File: src/rtl/priority_encoder_8to3_seq_if.sv
// Request/beat handshake bundle for the sequential 8-to-3 encoder.
// The master side (source/consumer) drives in_* and out_ready; the slave side is the encoder.
interface priority_encoder_8to3_seq_if;
  logic       in_valid;
  logic       in_ready;
  logic [7:0] in_vec;
  logic       out_valid;
  logic       out_ready;
  logic [2:0] out_code;
  logic [2:0] out_beat;
  logic       out_last;
  logic       out_none;

  modport master (
    output in_valid, in_vec, out_ready,
    input  in_ready, out_valid, out_code, out_beat, out_last, out_none
  );

  modport slave (
    input  in_valid, in_vec, out_ready,
    output in_ready, out_valid, out_code, out_beat, out_last, out_none
  );
endinterface

File: src/rtl/priority_encoder_8to3_seq.sv
// Sequential 8-to-3 encoder: takes an 8-bit request vector and streams one
// binary code per set bit in priority order, with beat index and last flag.
module priority_encoder_8to3_seq #(
  parameter bit MSB_FIRST = 1'b0
) (
  input  logic                         clk,
  input  logic                         rst_n,
  priority_encoder_8to3_seq_if.slave   bus
);

  typedef enum logic {S_IDLE = 1'b0, S_EMIT = 1'b1} state_t;

  state_t     r_state, w_state_nxt;
  logic [7:0] r_pend,  w_pend_nxt;
  logic [2:0] r_beat,  w_beat_nxt;
  logic       r_none,  w_none_nxt;

  logic [2:0] w_code;
  logic [3:0] w_cnt;
  logic       w_last;
  logic       w_valid;
  logic       w_xfer;
  logic       w_in_ready;
  logic       w_accept;

  // Later loop iterations win, so the scan direction sets the priority.
  always_comb begin
    w_code = '0;
    if (MSB_FIRST) begin
      for (int i = 0; i < 8; i++) begin
        if (r_pend[i]) w_code = 3'(i);
      end
    end else begin
      for (int i = 7; i >= 0; i--) begin
        if (r_pend[i]) w_code = 3'(i);
      end
    end
  end

  always_comb begin
    w_cnt = '0;
    for (int i = 0; i < 8; i++) w_cnt = w_cnt + {3'b000, r_pend[i]};
  end

  // A zero vector has popcount 0, so it naturally reads as a single last beat.
  assign w_last     = (w_cnt <= 4'd1);
  assign w_valid    = (r_state == S_EMIT);
  assign w_xfer     = w_valid && bus.out_ready;
  assign w_in_ready = !w_valid || (w_xfer && w_last);
  assign w_accept   = bus.in_valid && w_in_ready;

  // FSM: state register
  always_ff @(posedge clk or negedge rst_n) begin
    if (!rst_n) r_state <= S_IDLE;
    else        r_state <= w_state_nxt;
  end

  // FSM: next state
  always_comb begin
    w_state_nxt = r_state;
    case (r_state)
      S_IDLE: if (w_accept) w_state_nxt = S_EMIT;
      S_EMIT: if (w_xfer && w_last) w_state_nxt = w_accept ? S_EMIT : S_IDLE;
      default: w_state_nxt = S_IDLE;
    endcase
  end

  // FSM: outputs, forced to zero outside EMIT
  always_comb begin
    bus.in_ready  = w_in_ready;
    bus.out_valid = 1'b0;
    bus.out_code  = '0;
    bus.out_beat  = '0;
    bus.out_last  = 1'b0;
    bus.out_none  = 1'b0;
    if (w_valid) begin
      bus.out_valid = 1'b1;
      bus.out_code  = w_code;
      bus.out_beat  = r_beat;
      bus.out_last  = w_last;
      bus.out_none  = r_none;
    end
  end

  // Pending mask / beat counter. A finished vector clears to zero so beat never wraps.
  always_comb begin
    w_pend_nxt = r_pend;
    w_beat_nxt = r_beat;
    w_none_nxt = r_none;
    if (w_accept) begin
      w_pend_nxt = bus.in_vec;
      w_beat_nxt = '0;
      w_none_nxt = (bus.in_vec == 8'h00);
    end else if (w_xfer) begin
      if (w_last) begin
        w_pend_nxt = '0;
        w_beat_nxt = '0;
        w_none_nxt = 1'b0;
      end else begin
        w_pend_nxt = r_pend & ~(8'h01 << w_code);
        w_beat_nxt = r_beat + 3'd1;
      end
    end
  end

  always_ff @(posedge clk or negedge rst_n) begin
    if (!rst_n) begin
      r_pend <= '0;
      r_beat <= '0;
      r_none <= 1'b0;
    end else begin
      r_pend <= w_pend_nxt;
      r_beat <= w_beat_nxt;
      r_none <= w_none_nxt;
    end
  end

endmodule
File: src/flat_wrapper.sv
// flat-port wrapper written by rule: the top's interface ports become plain ports
module priority_encoder_8to3_seq_flat 
#(
  parameter bit MSB_FIRST = 1'b0
)
  (clk, rst_n, bus_in_valid, bus_in_vec, bus_out_ready, bus_in_ready, bus_out_valid, bus_out_code, bus_out_beat, bus_out_last, bus_out_none);
  priority_encoder_8to3_seq_if bus_i ();
  input  logic clk;
  input  logic rst_n;
  input wire logic [$bits(bus_i.in_valid)-1:0] bus_in_valid;
  input wire logic [$bits(bus_i.in_vec)-1:0] bus_in_vec;
  input wire logic [$bits(bus_i.out_ready)-1:0] bus_out_ready;
  output wire logic [$bits(bus_i.in_ready)-1:0] bus_in_ready;
  output wire logic [$bits(bus_i.out_valid)-1:0] bus_out_valid;
  output wire logic [$bits(bus_i.out_code)-1:0] bus_out_code;
  output wire logic [$bits(bus_i.out_beat)-1:0] bus_out_beat;
  output wire logic [$bits(bus_i.out_last)-1:0] bus_out_last;
  output wire logic [$bits(bus_i.out_none)-1:0] bus_out_none;
  assign bus_i.in_valid = bus_in_valid;
  assign bus_i.in_vec = bus_in_vec;
  assign bus_i.out_ready = bus_out_ready;
  assign bus_in_ready = bus_i.in_ready;
  assign bus_out_valid = bus_i.out_valid;
  assign bus_out_code = bus_i.out_code;
  assign bus_out_beat = bus_i.out_beat;
  assign bus_out_last = bus_i.out_last;
  assign bus_out_none = bus_i.out_none;
  priority_encoder_8to3_seq #(.MSB_FIRST(MSB_FIRST)) u_core (.clk(clk), .rst_n(rst_n), .bus(bus_i));
endmodule
File: config.mk
export PLATFORM = sky130hd
export DESIGN_NAME = priority_encoder_8to3_seq_flat
export DESIGN_NICKNAME = d
export VERILOG_FILES = /design/src/rtl/priority_encoder_8to3_seq_if.sv /design/src/rtl/priority_encoder_8to3_seq.sv /design/src/flat_wrapper.sv
export SDC_FILE = /design/constraint.sdc
export NUM_CORES = 1
export LEC_CHECK = 0
export CAP_MARGIN = 20
export CORE_UTILIZATION = 53
export DETAILED_ROUTE_END_ITERATION = 10
export PLACE_DENSITY = 0.83
export SETUP_SLACK_MARGIN = 0.3
export SLEW_MARGIN = 20
export SYNTH_ARGS = -nofsm -noshare
export SYNTH_HDL_FRONTEND = slang
export SYNTH_SLANG_ARGS = --single-unit
File: constraint.sdc
create_clock -name clk -period 7.1 [get_ports clk]
set_clock_uncertainty 0.1 [all_clocks]
set_input_delay 0.71 -clock clk [delete_from_list [all_inputs] [get_ports clk]]
set_output_delay 0.71 -clock clk [all_outputs]
set_load 0.1 [all_outputs]
==> impl_results.md <==
- Setup bufs post-CTS: 0
- Final Non-Filler Cells: 150
- Initial antenna violation count: 0
- WHS: approximately 0.40 ns
- Worst-margin pin slew: just under 1 ns
- CTS sink cnt: 13
- Area delta synth->final: 25.19%
- Crit share post-route: 0.7881
- Crit. End Element: output pin
- DR WL/cell: between 10 and 15 um
- Critical path peak fanout: 7
- Final instance area: approximately 0.0012 mm^2
- Tmin final: approximately 5.6 ns
- Yosys top cell area share: 0.3291
- Total GRT Usage: 0.2548
- First-pass GRT wire length: ~3.6 mm
- Dpl cell area: ~0.0012 mm^2
- Sequential element share of the synthesized area: 0.3291
- Max Clk Rate: around 180 MHz
- Flops & latches, synth: 13
- Slew HR: 0.3473
- Io pins: 22
- Detailed-route DRC error count: 0
- Share of layout cells above drive strength 1: 0.06400
- DR vias/cell: just under 6
- Crit path DAT: between 4 and 5 ns
- Die Y: between 40 and 50 um
- Largest cells by area after synthesis: dfrtp_1, fa_1, ha_1
- Clock Tree Root: clkbuf_4
- Clk Latency, worst-skew pair: between 0.2 and 0.3 ns
- ANT nets after route: 0
- Mapped Area: a little under 0.001 mm^2
- Endpoints failing setup: 0
- Final Hold Viols: 0
- CTS tree: done
- Num CTS Buffers: 3
- Hold path endpoint: u_core.r_none
- Reg2reg start: u_core.r_pend[0]
- Worst R2R End: u_core.r_none
- HPWL Detailed: ~1.8 mm
- Yosys cell types: 36
- Port Buffers: 21
- Synth area leader: dfrtp_1
- Width of the die: 45.19 um
- Via Count: 867
- Reg-to-reg slack, setup: 3.04 ns
- Cell count after synthesis: 103
- Yosys warnings: 0
- RSZ-0062 raised after global routing: no
- CP required: roughly 6.3 ns
- Hold path startpoint: u_core.r_none
- Synth Area per Inst: ~9.6 um^2
- Starting Density: 0.5663
- Post-synth EDFFs: 0
- Depth of the worst hold-timing path: 1
- Final Wtd Congestion: 0.8745
- Placed Cells incl. Taps: between 100 and 150
- Rows: 15
- CTS H-tree depth: 1
- Post_cts resized: 0
- Clock Tree Buf Depth: 2
- Cell count of the worst reg-to-reg path: 10
- Total Die Area: around 0.0020 mm^2
- Nets@finish: between 100 and 150
- Largest net degree at the start of global routing: 14
- Core footprint: 0.001745 mm^2
- Setup TNS: 0 ns
- Congestion Overflow GR: 0
- Hold Path Class: reg2reg
- Post-Route WL: between 2 and 2.5 mm
- # hold bufs at CTS: 0
- Vias in the first global route: 790
- Inserted Diodes: 0
- Mapped Nets: 124
- Kind of critical path: reg2out
- Max Slew Vio Count: 0
- Synth async-reset ratio: 1.000
- Status: finished, final reports clean
- Crit start category: flip-flop
- First DRT Iteration DRCs: 28
- Max Cap Violations: 0
- Clock slew at reported path FFs: about 0.080 ns
- First-pass DRT Iterations: 4
- Dominant synthesized flop cell: dfrtp_1
-- stage by stage --
step | setup WS [ns] | util
floorplan | 2.487 | -
finish | 1.505 | 0.7090
detailed placement | 1.848 | 0.6939
CTS | 1.521 | 0.7090
global placement | 1.901 | 0.6939
global route | 1.348 | 0.7090
-- sequential cells by signal, summed over array words and instances (netlist names) --
name	flops
u_core.r_pend	8
u_core.r_beat	3
u_core.r_none	1
u_core.r_state	1
-- final cells by class --
cell class,count,area (um^2)
clock buffer,4,26.28
tap,25,31.28
timing repair buffer,21,210.2
inverter,13,48.80
multi-input combinational,74,595.6
sequential,13,325.3
fill,148,508.0
-- placed cells by master, fill, tap and decap left out, types with 2 or more instances in the layout --
master	instances
and3_1	2
ha_1	5
inv_1	13
fa_1	4
and2_1	6
nand2b_1	2
o2bb2ai_1	3
dfrtp_1	13
clkdlybuf4s50_1	21
clkbuf_4	3
nand2_1	10
nor4_1	4
a21oi_1	2
nor2_1	5
o21ai_0	7
a22o_1	4
-- Yosys cell counts (2+ instances only) --
cell type   n
nor2_1      5
o21ai_0     7
nor4_1      4
inv_1      13
fa_1        4
a22o_1      4
a21oi_1     2
nand2b_1    2
o2bb2ai_1   3
ha_1        5
nand2_1    10
clkbuf_1    2
and2_1      6
dfrtp_1    13
and3_1      2
-- metal layers --
metal | wire [um] | track usage | vias up
met5 | 0 | 0 | -
met4 | 64 | 0.1333 | 0
met3 | 103 | 0.03600 | 7
met2 | 1092 | 0.4319 | 33
met1 | 965 | 0.3122 | 411
li1 | - | - | 416
-- critical path, cell delays in order (launching register included) --
cell and delay, ns:
dfrtp_1 0.45, ha_1 0.31, inv_1 0.05, fa_1 0.49
fa_1 0.43, fa_1 0.40, fa_1 0.45, or3b_4 0.47
o311ai_4 0.27, clkdlybuf4s50_1 1.19
-- kinds of logic (layout without fill, tap and decap cells) --
group	count (synthesis)	in the layout	share of synthesized area
fa+ha+maj	9	9	0.1443
buf+inv	16	38	0.06836
flops	13	13	0.3291
compound gates	28	28	0.2507
simple gates	37	37	0.2076
-- worst max-delay path by stage --
stage	startpoint	endpoint	slack, ns
2_1_floorplan	u_core.r_pend[0]	bus_out_last	2.49
3_3_place_gp	u_core.r_pend[0]	bus_in_ready	1.90
3_5_place_dp	u_core.r_pend[0]	bus_in_ready	1.85
4_1_cts	u_core.r_pend[0]	bus_in_ready	1.52
5_1_grt	u_core.r_pend[0]	bus_out_last	1.35
6_report	u_core.r_pend[0]	bus_in_ready	1.50
Power is left out: the tool's default activity adds up to more than one toggle a clock period on the data nets, which glitch-free logic cannot reach.
